### config.mk
export PLATFORM = sky130hd
export DESIGN_NAME = myrisc16_core
export DESIGN_NICKNAME = d
export VERILOG_FILES = /design/src/rtl/myrisc16_pkg.sv /design/src/rtl/myrisc16_regfile.sv /design/src/rtl/myrisc16_core.sv
export SDC_FILE = /design/constraint.sdc
export NUM_CORES = 1
export LEC_CHECK = 0
export BUFFER_PORTS_ARGS = -buffer_cell sky130_fd_sc_hd__buf_2
export CAP_MARGIN = 20
export CORE_MARGIN = 8
export CORE_UTILIZATION = 35
export CTS_CLUSTER_DIAMETER = 60
export DETAILED_ROUTE_END_ITERATION = 6
export PLACE_DENSITY_LB_ADDON = 0.3
export SLEW_MARGIN = 15
export SYNTH_ARGS = -nofsm -noshare
export SYNTH_HDL_FRONTEND = slang
export SYNTH_HIERARCHICAL = 1
export SYNTH_SLANG_ARGS = --single-unit
export TNS_END_PERCENT = 30
### constraint.sdc
create_clock -name in_clock -period 5.2 [get_ports in_clock]
set_input_delay 0.52 -clock in_clock [delete_from_list [all_inputs] [get_ports in_clock]]
set_output_delay 0.52 -clock in_clock [all_outputs]
set_load 0.02 [all_outputs]
### src/rtl/myrisc16_pkg.sv
// Shared definitions for the myrisc16 core: states, opcodes, instruction
// field positions and small decode helpers.
package myrisc16_pkg;

    typedef enum logic [1:0] {
        ST_IDLE  = 2'd0,
        ST_FETCH = 2'd1,
        ST_EXEC  = 2'd2,
        ST_HALT  = 2'd3
    } state_t;

    localparam logic [2:0] OP_ADD  = 3'd0;
    localparam logic [2:0] OP_ADDI = 3'd1;
    localparam logic [2:0] OP_NAND = 3'd2;
    localparam logic [2:0] OP_LUI  = 3'd3;
    localparam logic [2:0] OP_SW   = 3'd4;
    localparam logic [2:0] OP_LW   = 3'd5;
    localparam logic [2:0] OP_BEQ  = 3'd6;
    localparam logic [2:0] OP_JALR = 3'd7;

    localparam int OP_MSB    = 15;
    localparam int OP_LSB    = 13;
    localparam int RA_MSB    = 12;
    localparam int RA_LSB    = 10;
    localparam int RB_MSB    = 9;
    localparam int RB_LSB    = 7;
    localparam int RC_MSB    = 2;
    localparam int RC_LSB    = 0;
    localparam int IMM7_MSB  = 6;
    localparam int IMM10_MSB = 9;

    function automatic logic [2:0] get_op(input logic [15:0] inst);
        return inst[OP_MSB:OP_LSB];
    endfunction

    function automatic logic [2:0] get_ra(input logic [15:0] inst);
        return inst[RA_MSB:RA_LSB];
    endfunction

    function automatic logic [2:0] get_rb(input logic [15:0] inst);
        return inst[RB_MSB:RB_LSB];
    endfunction

    function automatic logic [2:0] get_rc(input logic [15:0] inst);
        return inst[RC_MSB:RC_LSB];
    endfunction

    // Sign-extended 7-bit immediate used by ADDI, SW, LW and BEQ.
    function automatic logic [15:0] get_simm7(input logic [15:0] inst);
        return {{9{inst[IMM7_MSB]}}, inst[IMM7_MSB:0]};
    endfunction

    // Upper-immediate value placed by LUI.
    function automatic logic [15:0] get_lui(input logic [15:0] inst);
        return {inst[IMM10_MSB:0], 6'b0};
    endfunction

    // Opcode 7 is JALR only when the low seven bits are zero; anything else halts.
    function automatic logic is_halt(input logic [15:0] inst);
        return (get_op(inst) == OP_JALR) && (inst[IMM7_MSB:0] != 7'd0);
    endfunction

endpackage

### src/rtl/myrisc16_regfile.sv
// Eight 16-bit registers with r0 hardwired to zero, two asynchronous read
// ports, one synchronous write port and a bulk clear used when a run starts.
module myrisc16_regfile
(
    input  logic        clk,
    input  logic        rst_n,
    input  logic        clear,
    input  logic [2:0]  rd_addr_a,
    input  logic [2:0]  rd_addr_b,
    output logic [15:0] rd_data_a,
    output logic [15:0] rd_data_b,
    input  logic        wr_en,
    input  logic [2:0]  wr_addr,
    input  logic [15:0] wr_data
);

    logic [15:0] regs [0:7];

    // Register storage: reset and run-start clear everything, writes to r0 are dropped.
    always_ff @(posedge clk or negedge rst_n) begin
        if (!rst_n) begin
            for (int i = 0; i < 8; i++) regs[i] <= '0;
        end else if (clear) begin
            for (int i = 0; i < 8; i++) regs[i] <= '0;
        end else if (wr_en && (wr_addr != 3'd0)) begin
            regs[wr_addr] <= wr_data;
        end
    end

    assign rd_data_a = (rd_addr_a == 3'd0) ? 16'd0 : regs[rd_addr_a];
    assign rd_data_b = (rd_addr_b == 3'd0) ? 16'd0 : regs[rd_addr_b];

endmodule

### src/rtl/myrisc16_core.sv
// Two-cycle 16-bit teaching CPU with a loadable unified memory, run/halt
// control, a store-mapped LED register and a retired-instruction counter.
module myrisc16_core
    import myrisc16_pkg::*;
#(
    parameter int MEM_AW   = 4,
    parameter int LED_W    = 8,
    parameter int LED_ADDR = 2**MEM_AW - 1
)
(
    input  logic              in_clock,
    input  logic              in_reset_n,
    input  logic              in_run,
    input  logic              in_load_valid,
    input  logic [MEM_AW-1:0] in_load_addr,
    input  logic [15:0]       in_load_data,
    output logic              out_load_ready,
    output logic              out_halted,
    output logic [LED_W-1:0]  out_led,
    output logic [15:0]       out_pc,
    output logic [15:0]       out_retired
);

    localparam int                DEPTH   = 2**MEM_AW;
    localparam logic [MEM_AW-1:0] LED_IDX = MEM_AW'(LED_ADDR);

    state_t state;
    state_t state_next;

    logic [15:0] pc;
    logic [15:0] inst;
    logic [15:0] retired;
    logic [15:0] mem [0:DEPTH-1];

    logic [2:0]  op;
    logic [2:0]  ra;
    logic [2:0]  rb;
    logic [2:0]  sec_addr;
    logic [15:0] imm_s;
    logic [15:0] rb_val;
    logic [15:0] sec_val;
    logic [MEM_AW-1:0] mem_idx;

    logic        exec;
    logic        start;
    logic        rf_we;
    logic [15:0] rf_wdata;
    logic        mem_we;
    logic [MEM_AW-1:0] mem_waddr;
    logic [15:0] mem_wdata;

    assign op      = get_op(inst);
    assign ra      = get_ra(inst);
    assign rb      = get_rb(inst);
    assign imm_s   = get_simm7(inst);
    assign exec    = (state == ST_EXEC);

    // ADD and NAND read rb/rc; every other instruction reads rb and ra.
    assign sec_addr = ((op == OP_ADD) || (op == OP_NAND)) ? get_rc(inst) : ra;
    assign mem_idx  = MEM_AW'(rb_val + imm_s);

    assign out_load_ready = (state == ST_IDLE) || (state == ST_HALT);
    assign out_halted     = (state == ST_HALT);
    assign out_pc         = pc;
    assign out_retired    = retired;

    // A load has priority over run when both arrive while stopped.
    assign start = out_load_ready && in_run && !in_load_valid;

    myrisc16_regfile u_regfile (
        .clk       (in_clock),
        .rst_n     (in_reset_n),
        .clear     (start),
        .rd_addr_a (rb),
        .rd_addr_b (sec_addr),
        .rd_data_a (rb_val),
        .rd_data_b (sec_val),
        .wr_en     (rf_we),
        .wr_addr   (ra),
        .wr_data   (rf_wdata)
    );

    // State register.
    always_ff @(posedge in_clock or negedge in_reset_n) begin
        if (!in_reset_n) state <= ST_IDLE;
        else             state <= state_next;
    end

    // Next-state logic: stopped states wait for run, otherwise alternate fetch/execute.
    always_comb begin
        state_next = state;
        case (state)
            ST_IDLE, ST_HALT: if (start) state_next = ST_FETCH;
            ST_FETCH:         state_next = ST_EXEC;
            ST_EXEC:          state_next = is_halt(inst) ? ST_HALT : ST_FETCH;
            default:          state_next = ST_IDLE;
        endcase
    end

    // Execute-stage register writeback and the shared memory write port.
    always_comb begin
        rf_we     = 1'b0;
        rf_wdata  = '0;
        mem_we    = 1'b0;
        mem_waddr = in_load_addr;
        mem_wdata = in_load_data;
        if (out_load_ready && in_load_valid) begin
            mem_we = 1'b1;
        end else if (exec && (op == OP_SW)) begin
            mem_we    = 1'b1;
            mem_waddr = mem_idx;
            mem_wdata = sec_val;
        end
        if (exec) begin
            case (op)
                OP_ADD:  begin rf_we = 1'b1; rf_wdata = rb_val + sec_val;    end
                OP_ADDI: begin rf_we = 1'b1; rf_wdata = rb_val + imm_s;      end
                OP_NAND: begin rf_we = 1'b1; rf_wdata = ~(rb_val & sec_val); end
                OP_LUI:  begin rf_we = 1'b1; rf_wdata = get_lui(inst);       end
                OP_LW:   begin rf_we = 1'b1; rf_wdata = mem[mem_idx];        end
                OP_JALR: begin rf_we = !is_halt(inst); rf_wdata = pc;        end
                default: begin rf_we = 1'b0; rf_wdata = '0;                  end
            endcase
        end
    end

    // Program memory has no reset so the loaded image survives a reset.
    always_ff @(posedge in_clock) begin
        if (mem_we) mem[mem_waddr] <= mem_wdata;
    end

    // Program counter, instruction register, LED register and retire counter.
    always_ff @(posedge in_clock or negedge in_reset_n) begin
        if (!in_reset_n) begin
            pc      <= '0;
            inst    <= '0;
            retired <= '0;
            out_led <= '0;
        end else begin
            case (state)
                ST_IDLE, ST_HALT: begin
                    if (start) begin
                        pc      <= '0;
                        retired <= '0;
                    end
                end
                ST_FETCH: begin
                    inst <= mem[pc[MEM_AW-1:0]];
                    pc   <= pc + 16'd1;
                end
                ST_EXEC: begin
                    retired <= retired + 16'd1;
                    if ((op == OP_BEQ) && (sec_val == rb_val)) begin
                        pc <= pc + imm_s;
                    end else if ((op == OP_JALR) && !is_halt(inst)) begin
                        pc <= rb_val;
                    end
                    if ((op == OP_SW) && (mem_idx == LED_IDX)) begin
                        out_led <= sec_val[LED_W-1:0];
                    end
                end
                default: ;
            endcase
        end
    end

endmodule

==> flow_results.org <==
** Run status
- The flow ran to the end, and the final reports show no timing, DRC or antenna violations.

** Die
- The total area inside the core boundary comes to around 0.070 mm².
- Measured along the x axis, the die boundary spans 283 µm.
- Std-Cell Rows :: 97
- Initial Utilization :: 0.354
- The die is roughly 280 µm tall.
- Pin placement for this block handled 66 I/O pins.
- The die covers roughly 0.080 mm².

** Worst setup path
- Crit path max-delay cell type :: sky130_fd_sc_hd__fa_4
- Crit Path Class :: flip-flop to flip-flop
- Walking the worst path, the cells encountered are buf_4 > mux2_2 > a221oi_1 > a311oi_1 > buf_4 > inv_1 > fa_4 > buf_4 > mux4_2 > nand2_1 > and3_1 > a311oi_1 > buf_4 > a221oi_1 > a21oi_1 > buf_4 > nand2_1 > a21oi_2.
- Stages on the worst setup path :: 18
- Element type at the critical path end :: flip-flop
- CP Buf/Inv Count :: 6
- In this run the worst path has a maximum fanout of 24.
- The worst setup path is launched from a flip-flop.
- The critical path starts at inst[8].
- Kind of cell adding the most delay to the critical path :: buffers and inverters
- Reg-to-reg critical path endpoint :: u_regfile/regs[57]
- Beginning of the worst register-to-register path :: inst[8]
- For this run, the slowest stage of the critical path takes 0.88 ns.
- Counting cells, the worst reg-to-reg path comes to 18.
- Data on the critical path is required at its endpoint by 5.72 ns.
- Setup slack on the worst flop-to-flop path :: 0.12 ns
- Counting stages on the worst path, the most repeated cell is sky130_fd_sc_hd__buf_4.
- Capturing instance or port of the critical path :: u_regfile/regs[57]
- For the worst setup path, the data arrival time is 5.60 ns.

** STA
- The number of slew-limit violations in the final report is 0.
- Setup violations remaining at the end of the flow were counted as 0.
- The number of hold-slack violations in the final timing report is 0.
- Accumulated negative setup slack :: 0 ns
- In the finished design, the share of the clock period the worst path needs comes to 0.977.
- Fmax :: about 200 MHz
- Fin crit period :: around 5.1 ns
- Measured against its own limit, the worst slew margin works out to 0.223.
- Setup repair after global routing missed its margin :: no
- The tightest hold path in the finished design has a slack of 0.0241 ns.
- The clock arrives with 0.0189 ns of skew.
- Slew @ Worst Pin :: 1.17 ns

** CTS
- TritonCTS clock tree :: done
- In this run the clock root is driven by a sky130_fd_sc_hd__clkbuf_16.
- Source-to-sink clock delay at the later pin of the worst-skew pair :: around 0.60 ns
- The number of clock buffers added by TritonCTS is between 50 and 60.
- After clock tree synthesis, the clock-pin slew on the worst setup and hold paths is 0.06 ns.
- The clock drives 426 sinks.
- The longest clock path from root to sink contains 3 buffers.
- The clock tree synthesis step divided the H-tree into 2 levels.
- Once the clock tree was built, the setup fixing pass inserted 0 buffers.

** Final layout
- The library cell used most frequently in the layout, excluding fill and tap cells, is sky130_fd_sc_hd__nand2_1.
- Ratio of cells with drive above 1 in the final layout :: 0.288
- In the layout the commonest cells are sky130_fd_sc_hd__nand2_1, sky130_fd_sc_hd__edfxtp_1, sky130_fd_sc_hd__dfrtp_1.
- From synthesis to final layout, the design area changed by 14.1%.
- Final net count :: 2,247

** Logic synthesis
- When the netlist entered floorplanning its net count stood at 2,140.
- Synth Cell Area :: 0.0249 mm²
- Number of distinct standard cells referenced by the synthesized netlist :: slightly below 90
- The share of the Yosys chip area taken by registers is 0.480.
- In this run, synthesis inferred around 260 flip-flops with an integrated enable.
- Number of register bits inferred by synthesis :: ~430
- Number of warnings printed during yosys synthesis :: 6
- In the synthesized netlist, the number of instances is 2,061.
- Synth Flop Type :: sky130_fd_sc_hd__edfxtp_1
- Post-synthesis area per instance :: 12.1 µm²
- Synth async-reset ratio :: 0.399

** GRT
- The first global-routing pass estimated 124,000 µm of wire.
- Number of antenna violations at the first check in global routing :: 8
- Pin count of the biggest net entering global routing :: between 90 and 100
- After global routing the overflow that remains totals 0.
- In the global route stage, overall resource usage came out at 0.207.
- The via count of the first global-routing pass is roughly 19,000.

** Detailed routing
- Avg WL per Cell :: around 27 µm
- The detailed router finished its first iteration with 2,320 violations.
- In this run the top signal layer used is met5.
- Count of vias placed by the detailed router :: 19,000
- After detailed routing, the number of remaining DRC violations is 0.
- Routed length on met1 :: ~35,000 µm
- Met3 wirelength from detailed routing :: roughly 8000 µm
- Once detail routing completed, the nets flagged for antenna violations numbered 0.
- Post-DR vias/cell :: 6.05
- Summed over all nets, wire length on met2 after detailed routing comes to 38,100 µm.
- Iteration count of the initial detailed-routing pass :: 6
- Wire length reported by the detailed router :: 83,900 µm

** Placed design
- Routability-driven placement finished with a final weighted congestion of 0.949.
- Count of buffers from port buffering :: 65
- HPWL reported at the end of detailed placement :: 57,600 µm

** Power
- Cell leakage power :: around 11 nW
- For this design the ratio of total power to cell area is approximately 800 mW/mm².
- Power, Total :: 22.2 mW
- VDD sags by at most about 450 µV.

** Hold path
- The path class of the tightest hold or removal check is input port to asynchronous set/reset pin.

** Run
- Across the run, the number of max-cap violations was 0.
## where the power goes
part	switching, mW	internal (mW)
registers	0.425	3.90
clock network	1.48	2.11
logic	8.48	5.80
total	10.4	11.8
## repair_timing
item	4_1_cts	5_1_grt
endpoints found under the setup margin	0	3
resized for setup	0	1
hold buffers	0	0
## flip-flops by register name, indices dropped and copies added, names as in the netlist
name and count:
out_led 8, u_regfile/regs 112, inst 16, mem 256, out_retired 16, out_pc 16, state 2
## through the flow
step	util	std cells	setup slack [ns]	cell area (µm²)
global placement	0.380	3055	0.319	26700
CTS	0.404	3146	0.149	28300
detailed placement	0.380	3055	0.180	26700
global route	0.404	3146	0.0102	28400
floorplan	-	2061	0.660	24900
finish	0.404	3148	0.121	28400
## synth_stat cells (7+ instances only)
library cell               instances  area share
sky130_fd_sc_hd__o211ai_1          8      0.0024
sky130_fd_sc_hd__edfxtp_1        256        0.31
sky130_fd_sc_hd__a21oi_1         110       0.022
sky130_fd_sc_hd__nand4_1           8      0.0020
sky130_fd_sc_hd__o21ai_0          67       0.013
sky130_fd_sc_hd__ha_1             52       0.026
sky130_fd_sc_hd__nand2b_1          7      0.0018
sky130_fd_sc_hd__o21a_1           13      0.0039
sky130_fd_sc_hd__mux4_2          144        0.13
sky130_fd_sc_hd__clkbuf_1         48      0.0072
sky130_fd_sc_hd__a221oi_1         31       0.011
sky130_fd_sc_hd__a21o_1           19      0.0057
sky130_fd_sc_hd__buf_4            15      0.0045
sky130_fd_sc_hd__and3_1           19      0.0048
sky130_fd_sc_hd__nand2_1         369       0.056
sky130_fd_sc_hd__nand3_1          23      0.0046
sky130_fd_sc_hd__a21oi_2          60       0.021
sky130_fd_sc_hd__buf_1            16      0.0024
sky130_fd_sc_hd__mux2i_1          29       0.012
sky130_fd_sc_hd__a22oi_1          10      0.0030
sky130_fd_sc_hd__mux2_4           10      0.0060
sky130_fd_sc_hd__buf_6            15      0.0068
sky130_fd_sc_hd__inv_1            22      0.0033
sky130_fd_sc_hd__a31oi_1          22      0.0055
sky130_fd_sc_hd__o22ai_1          27      0.0068
sky130_fd_sc_hd__mux2_2           95       0.043
sky130_fd_sc_hd__xor2_1           18      0.0063
sky130_fd_sc_hd__a311oi_1         18      0.0063
sky130_fd_sc_hd__nor3_1           17      0.0034
sky130_fd_sc_hd__xnor2_1          22      0.0077
sky130_fd_sc_hd__buf_2            39      0.0078
sky130_fd_sc_hd__nor2_1           89       0.013
sky130_fd_sc_hd__nor2b_1          28      0.0070
sky130_fd_sc_hd__dfrtp_1         170        0.17
sky130_fd_sc_hd__mux2_1            7      0.0032
sky130_fd_sc_hd__a211oi_1         26      0.0078
## final cells by class
class	count	area [µm²]
inverters	24	90.1
diodes	2	5.00
flip-flops and latches	426	12000
fillers	6711	41800
multi-input cells	1466	12100
repair buffers	199	1390
well taps	940	1180
clock inverters	28	292
clock buffers	63	1390
## how the worst min path moves through the flow
stage | end | cells after the start | slack, ns | from
6_report | out_retired[14] | 1 | 0.02 | in_reset_n
5_1_grt | out_retired[14] | 1 | 0.12 | in_reset_n
4_1_cts | out_pc[7] | 1 | 0.07 | in_reset_n
3_5_place_dp | out_led[6] | 1 | 0.49 | out_led[6]
3_3_place_gp | out_led[2] | 1 | 0.50 | out_led[2]
2_1_floorplan | inst[0] | 0 | 0.22 | in_reset_n
## worst register-to-register path: cells and delay by family, from the launching register on
kind | cells | cell delay [ns]
fa+ha+maj | 1 | 0.88
flops | 1 | 0.54
simple gates | 3 | 0.33
compound gates | 6 | 1.33
buf+inv | 6 | 1.37
mux | 2 | 0.54
## metal layers
layer	vias to the layer above	GRT usage
met2	961	0.319
met4	4	0.0652
li1	8121	-
met5	-	0
met3	147	0.0414
met1	9809	0.291
## logic make-up (layout without fill, tap and decap cells)
logic type      after synthesis  count (layout)  share of synthesized area
fa+ha+maj                    55              55                     0.0286
simple gates                614             614                      0.112
other cells                   0               2                          0
flops                       426             426                      0.480
mux                         285             285                      0.194
buf+inv                     169             314                     0.0385
compound gates              470             470                      0.131
xor+xnor                     42              42                     0.0154
No activity file was read; power rests on OpenSTA's default activity.
